File: src/rtl/sevenseg_scan_driver_pkg.sv
// Shared glyph constants and segment bit order for the seven-segment scan driver.
// Segment vectors are packed {g,f,e,d,c,b,a}; a set bit lights the segment.
package sevenseg_scan_driver_pkg;

  localparam int unsigned BitA = 0;
  localparam int unsigned BitB = 1;
  localparam int unsigned BitC = 2;
  localparam int unsigned BitD = 3;
  localparam int unsigned BitE = 4;
  localparam int unsigned BitF = 5;
  localparam int unsigned BitG = 6;

  localparam logic [6:0] SegBlank = 7'b000_0000;
  localparam logic [6:0] Seg0     = 7'b011_1111;
  localparam logic [6:0] Seg1     = 7'b000_0110;
  localparam logic [6:0] Seg2     = 7'b101_1011;
  localparam logic [6:0] Seg3     = 7'b100_1111;
  localparam logic [6:0] Seg4     = 7'b110_0110;
  localparam logic [6:0] Seg5     = 7'b110_1101;
  localparam logic [6:0] Seg6     = 7'b111_1101;
  localparam logic [6:0] Seg7     = 7'b000_0111;
  localparam logic [6:0] Seg8     = 7'b111_1111;
  localparam logic [6:0] Seg9     = 7'b110_1111;
  localparam logic [6:0] SegA     = 7'b111_0111;
  localparam logic [6:0] SegB     = 7'b111_1100;
  localparam logic [6:0] SegC     = 7'b011_1001;
  localparam logic [6:0] SegD     = 7'b101_1110;
  localparam logic [6:0] SegE     = 7'b111_1001;
  localparam logic [6:0] SegF     = 7'b111_0001;

endpackage

File: src/rtl/sevenseg_scan_driver_if.sv
// Display bus between a datapath (master) and the scan driver (slave).
interface sevenseg_scan_driver_if #(
  parameter int unsigned NumDigits = 4
) ();

  logic [4*NumDigits-1:0] data_in;
  logic                   load;
  logic                   hex_mode;
  logic [6:0]             seg;
  logic [NumDigits-1:0]   dig_en;
  logic                   out_range;

  modport master (
    output data_in, load, hex_mode,
    input  seg, dig_en, out_range
  );

  modport slave (
    input  data_in, load, hex_mode,
    output seg, dig_en, out_range
  );

endinterface

File: src/rtl/seg7_glyph_decode.sv
// Combinational nibble-to-glyph decoder; BCD mode blanks codes 10-15.
module seg7_glyph_decode
  import sevenseg_scan_driver_pkg::*;
(
  input  logic [3:0] nibble_i,
  input  logic       hex_mode_i,
  output logic [6:0] seg_o
);

  always_comb begin
    seg_o = SegBlank;
    unique case (nibble_i)
      4'h0: seg_o = Seg0;
      4'h1: seg_o = Seg1;
      4'h2: seg_o = Seg2;
      4'h3: seg_o = Seg3;
      4'h4: seg_o = Seg4;
      4'h5: seg_o = Seg5;
      4'h6: seg_o = Seg6;
      4'h7: seg_o = Seg7;
      4'h8: seg_o = Seg8;
      4'h9: seg_o = Seg9;
      4'hA: seg_o = hex_mode_i ? SegA : SegBlank;
      4'hB: seg_o = hex_mode_i ? SegB : SegBlank;
      4'hC: seg_o = hex_mode_i ? SegC : SegBlank;
      4'hD: seg_o = hex_mode_i ? SegD : SegBlank;
      4'hE: seg_o = hex_mode_i ? SegE : SegBlank;
      4'hF: seg_o = hex_mode_i ? SegF : SegBlank;
    endcase
  end

endmodule

File: src/rtl/sevenseg_scan_driver.sv
// Time-multiplexed seven-segment scan driver with registered outputs.
// Optional LEADING_ZERO_BLANK_EN blanks leading zero digits (digit 0 always shown).
module sevenseg_scan_driver
  import sevenseg_scan_driver_pkg::*;
#(
  parameter int unsigned NUM_DIGITS  = 4,
  parameter int unsigned REFRESH_DIV = 50000
) (
  input  logic                  clk,
  input  logic                  rst_n,
  sevenseg_scan_driver_if.slave bus
);

  localparam int unsigned IdxW = (NUM_DIGITS > 1) ? $clog2(NUM_DIGITS) : 1;
  localparam int unsigned PreW = (REFRESH_DIV > 1) ? $clog2(REFRESH_DIV) : 1;
  localparam logic [PreW-1:0] PreLast = PreW'(REFRESH_DIV - 1);
  localparam logic [IdxW-1:0] IdxLast = IdxW'(NUM_DIGITS - 1);

  logic [PreW-1:0]         presc_q, presc_d;
  logic [IdxW-1:0]         idx_q, idx_d;
  logic [4*NUM_DIGITS-1:0] shadow_q, shadow_d;
  logic [6:0]              seg_q, seg_d;
  logic [NUM_DIGITS-1:0]   dig_en_q, dig_en_d;
  logic                    out_range_q, out_range_d;

  logic [3:0] nibble;
  logic [6:0] glyph;
  logic       any_gt9;
  logic       blank;

  always_comb begin
    presc_d = presc_q + 1'b1;
    idx_d   = idx_q;
    if (presc_q == PreLast) begin
      presc_d = '0;
      idx_d   = (idx_q == IdxLast) ? '0 : idx_q + 1'b1;
    end
  end

  assign shadow_d = bus.load ? bus.data_in : shadow_q;

  always_comb begin
    nibble  = 4'd0;
    any_gt9 = 1'b0;
    for (int unsigned i = 0; i < NUM_DIGITS; i++) begin
      if (idx_q == IdxW'(i)) nibble = shadow_q[4*i +: 4];
      if (shadow_q[4*i +: 4] > 4'd9) any_gt9 = 1'b1;
    end
  end

`ifdef LEADING_ZERO_BLANK_EN
  // Walk down from the top digit; hz stays set while every nibble so far is zero.
  always_comb begin
    logic hz;
    hz    = 1'b1;
    blank = 1'b0;
    for (int i = int'(NUM_DIGITS) - 1; i >= 0; i--) begin
      hz = hz & (shadow_q[4*i +: 4] == 4'd0);
      if (i != 0 && idx_q == IdxW'(i)) blank = hz;
    end
  end
`else
  assign blank = 1'b0;
`endif

  seg7_glyph_decode u_decode (
    .nibble_i   (nibble),
    .hex_mode_i (bus.hex_mode),
    .seg_o      (glyph)
  );

  assign seg_d       = blank ? SegBlank : glyph;
  assign dig_en_d    = NUM_DIGITS'(1) << idx_q;
  assign out_range_d = ~bus.hex_mode & any_gt9;

  always_ff @(posedge clk or negedge rst_n) begin
    if (!rst_n) begin
      presc_q     <= '0;
      idx_q       <= '0;
      shadow_q    <= '0;
      seg_q       <= '0;
      dig_en_q    <= '0;
      out_range_q <= 1'b0;
    end else begin
      presc_q     <= presc_d;
      idx_q       <= idx_d;
      shadow_q    <= shadow_d;
      seg_q       <= seg_d;
      dig_en_q    <= dig_en_d;
      out_range_q <= out_range_d;
    end
  end

  assign bus.seg       = seg_q;
  assign bus.dig_en    = dig_en_q;
  assign bus.out_range = out_range_q;

endmodule

File: src/flat_wrapper.sv
// flat-port wrapper written by rule: the top's interface ports become plain ports
module sevenseg_scan_driver_flat import sevenseg_scan_driver_pkg::*;
#(
  parameter int unsigned NUM_DIGITS  = 4,
  parameter int unsigned REFRESH_DIV = 50000
)
  (clk, rst_n, bus_data_in, bus_load, bus_hex_mode, bus_seg, bus_dig_en, bus_out_range);
  sevenseg_scan_driver_if #(.NumDigits((4))) bus_i ();
  input  logic clk;
  input  logic rst_n;
  input wire logic [$bits(bus_i.data_in)-1:0] bus_data_in;
  input wire logic [$bits(bus_i.load)-1:0] bus_load;
  input wire logic [$bits(bus_i.hex_mode)-1:0] bus_hex_mode;
  output wire logic [$bits(bus_i.seg)-1:0] bus_seg;
  output wire logic [$bits(bus_i.dig_en)-1:0] bus_dig_en;
  output wire logic [$bits(bus_i.out_range)-1:0] bus_out_range;
  assign bus_i.data_in = bus_data_in;
  assign bus_i.load = bus_load;
  assign bus_i.hex_mode = bus_hex_mode;
  assign bus_seg = bus_i.seg;
  assign bus_dig_en = bus_i.dig_en;
  assign bus_out_range = bus_i.out_range;
  sevenseg_scan_driver #(.NUM_DIGITS(NUM_DIGITS), .REFRESH_DIV(REFRESH_DIV)) u_core (.clk(clk), .rst_n(rst_n), .bus(bus_i));
endmodule
File: config.mk
export PLATFORM = sky130hd
export DESIGN_NAME = sevenseg_scan_driver_flat
export DESIGN_NICKNAME = d
export VERILOG_FILES = /design/src/rtl/sevenseg_scan_driver_pkg.sv /design/src/rtl/sevenseg_scan_driver_if.sv /design/src/rtl/seg7_glyph_decode.sv /design/src/rtl/sevenseg_scan_driver.sv /design/src/flat_wrapper.sv
export SDC_FILE = /design/constraint.sdc
export NUM_CORES = 1
export LEC_CHECK = 0
export CAP_MARGIN = 5
export CORE_MARGIN = 4
export CORE_UTILIZATION = 31
export CTS_CLUSTER_DIAMETER = 100
export DETAILED_ROUTE_END_ITERATION = 16
export GPL_TIMING_DRIVEN = 1
export HOLD_SLACK_MARGIN = 0.15
export MAX_ROUTING_LAYER = met4
export SYNTH_ARGS = -nofsm -noshare
export SYNTH_HDL_FRONTEND = slang
export SYNTH_SLANG_ARGS = --single-unit
File: constraint.sdc
create_clock -name clk -period 2.75 [get_ports clk]
set_input_delay 0.825 -clock clk [delete_from_list [all_inputs] [get_ports clk]]
set_output_delay 0.825 -clock clk [all_outputs]
set_load 0.03 [all_outputs]
==> results of run 1 <==
-- Yosys cell counts (all sizes together) --
library cell	n
a211o	3
a211oi	5
a21oi	4
a221o	4
a221oi	3
a32o	1
a41oi	1
and3	2
buf	2
clkbuf	3
dfrtp	46
ha	5
inv	5
mux2	16
nand2	7
nand2b	3
nand3	10
nand3b	1
nand4	3
nor2	15
nor2b	3
nor3	3
nor3b	1
nor4	1
o21a	2
o21ai	13
o221ai	1
o22ai	4
o31ai	2
or2	2
or4	1
xnor2	9
xor2	6
-- routing by layer --
layer | share of wire | vias up | wire, um | track usage
met3 | 0.057 | 14 | 251 | 0.0307
met1 | 0.42 | 731 | 1880 | 0.138
li1 | - | 753 | - | -
met2 | 0.49 | 50 | 2150 | 0.195
met5 | 0 | - | 0 | -
met4 | 0.033 | 0 | 146 | 0.0678
-- per-stage QoR --
step                      cell area, um2  utilization  worst slack [ns]  total power [uW]  hold WS [ns]
after floorplan                     2160            -             0.770               897         0.451
after global placement              2560        0.380             0.599              1000         0.475
after detailed placement            2560        0.380             0.530              1010         0.477
after CTS                           2680        0.396             0.502              1530         0.489
after global routing                2680        0.396             0.194              1580         0.495
final                               2680        0.396             0.485              1500         0.484
-- sequential cells by signal (all words and copies together), names as in the netlist --
signal,cells
u_core.bus.dig_en,4
u_core.bus.out_range,1
u_core.idx_q,2
u_core.presc_q,16
u_core.bus.seg,7
u_core.shadow_q,16
-- critical path: cells and delay by family, from the launching register on --
family | cells | cell delay [ns]
AOI/OAI and AO/OA | 2 | 0.79
xor gates and xnor gates | 1 | 0.16
adders and majority gates | 1 | 0.36
buffers and inverters | 1 | 0.11
DFF | 1 | 0.40
and+or+nand+nor | 2 | 0.32
-- logic make-up (layout without fill, tap and decap cells) --
logic type	Yosys count	count (layout)	synth area share
flip-flops	46	46	0.534
XOR/XNOR	15	15	0.0609
multiplexers	16	16	0.0836
AO/OA/AOI/OAI	43	43	0.147
adder cells (fa/ha/maj)	5	5	0.0290
buffers and inverters	10	47	0.0209
AND/OR/NAND/NOR	52	52	0.125
-- path summary, 6_finish.rpt --
path / startpoint / cells after the start / end / slack [ns]
worst min-delay path: u_core.presc_q[10] / 1 / u_core.presc_q[10] / 0.48
worst min register to register: u_core.presc_q[10] / 1 / u_core.presc_q[10] / 0.48
worst max register to register: u_core.idx_q[1] / 7 / u_core.bus.seg[1] / 0.48
worst max-delay path: u_core.idx_q[1] / 7 / u_core.bus.seg[1] / 0.48
max in group asynchronous: rst_n / 2 / u_core.shadow_q[8] / 1.77
min in group asynchronous: rst_n / 2 / u_core.shadow_q[0] / 0.60
-- layout make-up --
cell class	count	share of cell area
Inverter	5	0.00701
Tap cell	80	0.0374
Timing Repair Buffer	35	0.125
Multi-Input combinational cell	131	0.358
Clock inverter	1	0.0112
Sequential cell	46	0.430
Clock buffer	6	0.0308
-- power breakdown --
part	switching, uW	leakage, uW	internal [uW]	total (uW)
combinational	130	0.000494	117	247
sequential	25.5	0.000567	719	745
clock	216	0.0000573	291	506
==> run_results.csv, run 1 <==
group,metric,value,unit
timing,fmax,441,MHz
cells_and_area,n_fill_cell,661,
floorplan,io_pins,32,
global_route,grt_pass1_wl,7.76,mm
placed_design,place_hpwl,3.24,mm
critical_path,critPathSlowestCell,"a221oi_1",
placed_design,gp_congestion,0.829,
yosys,synthTopCellsByArea,"dfrtp_1 (53%), mux2_2 (8.4%), xnor2_1 (3.7%), ha_1 (2.9%), o21ai_0 (2.8%)",
cells_and_area,fin_nets,249,
clock_network,cts_tree,"built",
clock_network,post_cts.repair.setup_buffers,0,
floorplan,start_util,0.319,
timing,slew_viol_final,0,
timing,rsz0062_at_grt,"false",
floorplan,coreArea,6760,um2
detailed_routing,vias,1548,
cells_and_area,seqCellArea,1150,um2
timing,clock_skew,0.00507,ns
clock_network,htree_levels,2,
timing,max_slew_margin,0.623,
placed_design,port-buffer-count,31,
timing,hold_viol,0,
yosys,ys_types,40,
yosys,syn-num-nets,212,
power,power_density,560,nW/um2
floorplan,die_w,91.4,um
detailed_routing,drtIter0Drc,50,
yosys,synth-seq-cells,46,
yosys,yosysWarnings,0,
clock_network,cts_resized,0,
critical_path,critPathKind,"reg -> reg",
timing,finalSetupViolations,0,
critical_path,arrival,2.45,ns
cells_and_area,syn2layout_area_growth,24.2,%
placed_design,post-place-cells,297,
yosys,yosysTopAreaCellShare,0.534,
clock_network,clkTransAtPathRegs,0.08,ns
detailed_routing,routed_wl,4.43,mm
critical_path,cp.required,2.93,ns
critical_path,critPathMaxFanout,9,
clock_network,cts_hold_buf,0,
cells_and_area,num_antenna_cells,0,
critical_path,worstSetupEndpointType,"register",
timing,fin_crit,2.27,ns
global_route,grtUsageTotal,0.121,
timing,tns,0,ns
cells_and_area,multi_input_area,960,um2
timing,tightest_slew,0.562,ns
critical_path,cp-start-kind,"register",
cells_and_area,layout-drive-gt1-share,0.161,
timing,min_period_over_period,0.824,
status,status,"completed",
detailed_routing,avgViaCountPerCell,5.09,
clock_network,clockRootBuffer,"clkbuf_8",
global_route,grt_pass1_vias,1641,
power,ir_drop,0.240,mV
yosys,yosysSeqAreaShare,0.534,
clock_network,cts_buffer_depth,2,
yosys,avgSynthCellArea,11.5,um2
global_route,antenna_found_initial,0,
clock_network,insertion_delay,0.30,ns
critical_path,path_cells,"inv_1 > ha_1 > nor2b_2 > a221oi_1 > nor2_1 > xnor2_1 > a221o_1",
flow_run,timing.max_cap.violations,0,
yosys,synthCells,187,
floorplan,die_area,8350,um2
detailed_routing,drc,0,
power,leakagePower,0.00112,uW
global_route,grt_max_degree,47,
detailed_routing,first_pass_iters,4,
floorplan,die_h,91.4,um
cells_and_area,final_cell_mix,"dfrtp_1 (46), clkdlybuf4s50_1 (30), mux2_2 (16)",
critical_path,cpPeakStageDelay,0.50,ns
yosys,yosys.area.top_type,"dfrtp_1",
cells_and_area,layout.cells.non_filler,304,
detailed_routing,ant_nets,0,
yosys,syn_area,2160,um2
global_route,overflow,0,
clock_network,cts.sinks,46,
cells_and_area,layout_commonest_cell,"dfrtp_1",
clock_network,numCtsBuffers,5,
detailed_routing,wl_per_cell,14.6,um
floorplan,rows,30,
hold_path,hold_class,"reg -> reg",
Note: power is estimated with default switching activity, not from simulation.
==> run 2, diff against run 1 <==
==> constraint.sdc (replaced) <==
create_clock -name clk -period 1.9 [get_ports clk]
set_input_delay 0.57 -clock clk [delete_from_list [all_inputs] [get_ports clk]]
set_output_delay 0.57 -clock clk [all_outputs]
set_load 0.03 [all_outputs]
==> run_results.csv, run 2 (synthesized netlist as in run 1, its figures left out) <==
group,metric,value,unit
timing,clock_skew,0.00869,ns
critical_path,path_cells,"ha_2 > or2_4 > a221o_1 > a21oi_2 > o22ai_1 > a211oi_1",
power,power_frac_clock,0.316,
status,violations,"negative setup slack",
detailed_routing,routed_wl,4.87,mm
cells_and_area,num_antenna_cells,0,
cells_and_area,final_cell_mix,"dfrtp_1 (44), buf_4 (22), clkdlybuf4s50_1 (19)",
global_route,grt_pass1_vias,1733,
floorplan,die_w,91.4,um
clock_network,numCtsBuffers,5,
placed_design,gp_congestion,0.865,
placed_design,place_hpwl,3.33,mm
timing,tns,-0.432,ns
power,p_sw,588,uW
detailed_routing,first_pass_iters,4,
critical_path,cp.depth,6,
timing,fin_ws,-0.111,ns
global_route,grt_pass1_wl,8.14,mm
critical_path,cp-start-kind,"register",
clock_network,clkTransAtPathRegs,0.09,ns
power,pwr-share-seq,0.489,
detailed_routing,drc,0,
critical_path,path_buf_inv,0,
power,p_int,1630,uW
status,status,"complete, but fails checks",
placed_design,pre_cts_slack,-0.183,ns
cells_and_area,layout_commonest_cell,"dfrtp_1",
placed_design,port-buffer-count,31,
power,power,2220,uW
timing,tightest_slew,0.484,ns
critical_path,cp.required,2.10,ns
timing,slew_viol_final,0,
cells_and_area,layout-drive-gt1-share,0.341,
timing,fmax,497,MHz
floorplan,coreArea,6760,um2
global_route,overflow,0,
critical_path,ff2ff_path_depth,6,
floorplan,die_area,8350,um2
global_route,grtUsageTotal,0.126,
hold_path,hold_class,"in -> async",
timing,fin_crit,2.01,ns
critical_path,critPathSlowestCell,"dfrtp_2",
floorplan,io_pins,32,
detailed_routing,ant_nets,0,
power,pwr-share-comb,0.195,
clock_network,clockRootBuffer,"clkbuf_8",
clock_network,htree_levels,2,
detailed_routing,avgViaCountPerCell,5.13,
critical_path,arrival,2.21,ns
critical_path,critPathKind,"reg -> reg",
detailed_routing,wl_per_cell,14.9,um
floorplan,die_h,91.4,um
power,power_density,721,nW/um2
timing,finalSetupViolations,6,
timing,rsz0062_at_grt,"true",
floorplan,start_util,0.319,
clock_network,cts_tree,"built",
global_route,grt_max_degree,30,
power,ir_drop,0.292,mV
cells_and_area,final_util,0.455,
detailed_routing,drtIter0Drc,48,
clock_network,cts.sinks,46,
cells_and_area,fin_nets,270,
detailed_routing,vias,1673,
global_route,antenna_found_initial,0,
timing,hold_viol,0,
critical_path,worstSetupEndpointType,"register",
critical_path,path_delay_family,"compound AO/OA/AOI/OAI gates",
floorplan,rows,30,
power,swShare,0.265,
critical_path,cpPeakStageDelay,0.46,ns
clock_network,cts_buffer_depth,2,
power,leakagePower,0.00135,uW
timing,max_slew_margin,0.675,
cells_and_area,syn2layout_area_growth,42.5,%
critical_path,critPathMaxFanout,7,
flow_run,timing.max_cap.violations,0,
timing,min_period_over_period,1.06,
clock_network,insertion_delay,0.30,ns
-- run 2: cell type report --
cell class                 count  area [um2]
sequential                    46        1150
multi-input combinational    132        1150
inverter                       5        23.8
timing repair buffer          55         534
tap                           80         100
fill                         637        3680
clock buffer                   8         110
-- run 2: layer usage --
layer	routed length, um	GRT usage
met3	199	0.0373
met2	2590	0.214
met1	1970	0.139
met5	0	-
met4	114	0.0465
-- run 2: through the flow --
stage	cells	hold WS [ns]	cell area (um2)
6_report	326	0.190	3070
5_1_grt	326	0.209	3070
4_1_cts	322	0.196	2880
3_5_place_dp	310	0.477	2700
3_3_place_gp	310	0.471	2700
2_1_floorplan	187	0.274	2160
-- run 2: worst paths after layout --
check	from	end	slack (ns)
min reg2reg	u_core.presc_q[0]	u_core.presc_q[0]	0.49
min in group clk	u_core.presc_q[0]	u_core.presc_q[0]	0.49
max reg2reg	u_core.idx_q[0]	u_core.bus.seg[3]	-0.11
max	u_core.idx_q[0]	u_core.bus.seg[3]	-0.11
max in group asynchronous	rst_n	u_core.idx_q[0]	1.20
min	rst_n	u_core.bus.seg[2]	0.19
-- run 2: timing repair --
action	4_1_cts	5_1_grt
endpoints found under the setup margin	8	17
hold buffers	0	0
gates resized for setup	17	37
pin swaps	4	10
buffers inserted	4	3
gates cloned	0	1
-- run 2: power groups by stage --
stage / Clock [uW] / Combinational [uW] / Sequential (uW)
after detailed placement: 0 / 377 / 1100
after CTS: 724 / 399 / 1080
after global routing: 780 / 464 / 1100
after global placement: 0 / 373 / 1100
final: 699 / 433 / 1080
after floorplan: 0 / 150 / 1150
==> run 3, diff against run 2 <==
--- a/config.mk
+++ b/config.mk
@@ -7,12 +7,13 @@
 export LEC_CHECK = 0
 export CAP_MARGIN = 5
 export CORE_MARGIN = 4
-export CORE_UTILIZATION = 31
+export CORE_UTILIZATION = 45
 export CTS_CLUSTER_DIAMETER = 100
 export DETAILED_ROUTE_END_ITERATION = 16
 export GPL_TIMING_DRIVEN = 1
 export HOLD_SLACK_MARGIN = 0.15
 export MAX_ROUTING_LAYER = met4
+export PLACE_DENSITY = 0.71
 export SYNTH_ARGS = -nofsm -noshare
 export SYNTH_HDL_FRONTEND = slang
 export SYNTH_SLANG_ARGS = --single-unit
==> run_results.csv, run 3 (synthesized netlist as in run 1, its figures left out) <==
group,metric,value,unit
global_route,busiest_layer,"met2",
timing,finalSetupViolations,6,
flow_run,timing.max_cap.violations,0,
clock_network,cts.sinks,46,
cells_and_area,layout-drive-gt1-share,0.317,
status,status,"complete, but fails checks",
detailed_routing,ant_nets,0,
critical_path,path_cells,"inv_4 > ha_4 > or2_4 > a221o_1 > nand2_2 > o21ai_0 > a211o_1",
placed_design,gp_congestion,0.925,
global_route,grt_pass1_wl,7.40,mm
global_route,grt_use_met2,0.226,
placed_design,postPlaceCellArea,2680,um2
placed_design,port-buffer-count,31,
critical_path,arrival,2.14,ns
floorplan,die_h,77.2,um
floorplan,die_area,5960,um2
timing,rsz0062_at_grt,"true",
detailed_routing,avgViaCountPerCell,5.47,
timing,tightest_slew,0.446,ns
detailed_routing,first_pass_iters,4,
power,ir_drop,0.405,mV
floorplan,die_w,77.2,um
clock_network,clockRootBuffer,"clkbuf_8",
clock_network,insertion_delay,0.30,ns
cells_and_area,fin_area,2990,um2
power,leakagePower,0.00131,uW
timing,fin_crit,1.96,ns
detailed_routing,routed_wl,4.33,mm
clock_network,cts_hold_buf,0,
timing,slew_viol_final,0,
timing,min_period_over_period,1.03,
global_route,grt_pass1_vias,1615,
detailed_routing,wl_per_cell,14.7,um
floorplan,rows,24,
timing,tns,-0.210,ns
critical_path,cp-start-kind,"register",
cells_and_area,layout_commonest_cell,"dfrtp_1",
timing,fmax,511,MHz
critical_path,critPathKind,"reg -> reg",
cells_and_area,fin_nets,267,
global_route,antenna_found_initial,0,
floorplan,io_pins,32,
timing,fin_ws,-0.0555,ns
status,violations,"negative setup slack",
cells_and_area,final_util,0.664,
cells_and_area,num_antenna_cells,0,
power,power,2110,uW
cells_and_area,syn2layout_area_growth,38.7,%
critical_path,cpPeakStageDelay,0.45,ns
critical_path,critPathSlowestCell,"dfrtp_2",
global_route,grt_use_met3,0.0422,
hold_path,hold_class,"in -> async",
critical_path,critPathMaxFanout,5,
detailed_routing,drc,0,
critical_path,worstSetupEndpointType,"register",
cells_and_area,final_cell_mix,"dfrtp_1 (44), clkdlybuf4s50_1 (24), buf_4 (20)",
placed_design,place_hpwl,3.17,mm
clock_network,numCtsBuffers,5,
global_route,met1_usage,0.219,
clock_network,cts_tree,"built",
critical_path,cp.required,2.09,ns
clock_network,clkTransAtPathRegs,0.08,ns
global_route,overflow,0,
timing,clock_skew,0.00519,ns
global_route,grt_max_degree,29,
timing,max_slew_margin,0.701,
detailed_routing,drtIter0Drc,127,
floorplan,start_util,0.479,
timing,hold_viol,0,
global_route,grtUsageTotal,0.159,
clock_network,htree_levels,2,
floorplan,coreArea,4500,um2
detailed_routing,vias,1613,
power,power_density,705,nW/um2
clock_network,cts_buffer_depth,2,
placed_design,pre_cts_slack,-0.127,ns
==> run 3: final timing paths <==
kind,slack (ns),depth (start not counted),start,to
max reg2reg,-0.06,7,u_core.idx_q[0],u_core.bus.seg[5]
max,-0.06,7,u_core.idx_q[0],u_core.bus.seg[5]
min,0.20,1,rst_n,u_core.shadow_q[0]
min in group clk,0.49,1,u_core.presc_q[0],u_core.presc_q[0]
max in group asynchronous,1.20,2,rst_n,u_core.idx_q[1]
min reg2reg,0.49,1,u_core.presc_q[0],u_core.presc_q[0]
==> run 3: routing by layer <==
metal | share of wire | up-vias
li1 | - | 788
met1 | 0.51 | 780
met2 | 0.43 | 38
met3 | 0.042 | 7
met4 | 0.016 | 0
met5 | 0 | -
==> run 3: worst max-delay path, delay by kind of cell (launching register included) <==
kind	cells	cell delay [ns]
adder cells (fa/ha/maj)	1	0.18
buffers and inverters	1	0.07
AND/OR/NAND/NOR	2	0.42
flip-flops	1	0.45
AO/OA/AOI/OAI	3	0.72
==> run 3: cell type report <==
class                      count  area (um2)
sequential                    46        1150
inverter                       5        23.8
tap                           52        65.1
clock buffer                   6        82.6
multi-input combinational    131        1140
timing repair buffer          53         510
clock inverter                 2        12.5
fill                         347        1510
==> run 3: power by group <==
group	total (uW)	internal (uW)	leakage, uW	switching [uW]
sequential	1090	1040	0.000563	46.9
combinational	410	214	0.000704	196
clock	611	292	0.0000472	318
total	2110	1550	0.00131	561
==> run 3: through the flow <==
step | hold slack, ns | instances
2_1_floorplan | 0.274 | 187
3_3_place_gp | 0.472 | 284
3_5_place_dp | 0.476 | 284
4_1_cts | 0.211 | 293
5_1_grt | 0.230 | 295
6_report | 0.198 | 295
==> run 3: timing repair <==
action,in CTS,in global routing
endpoints found under the setup margin,7,13
resized for setup,13,32
pin swaps,3,9
buffers inserted,1,2
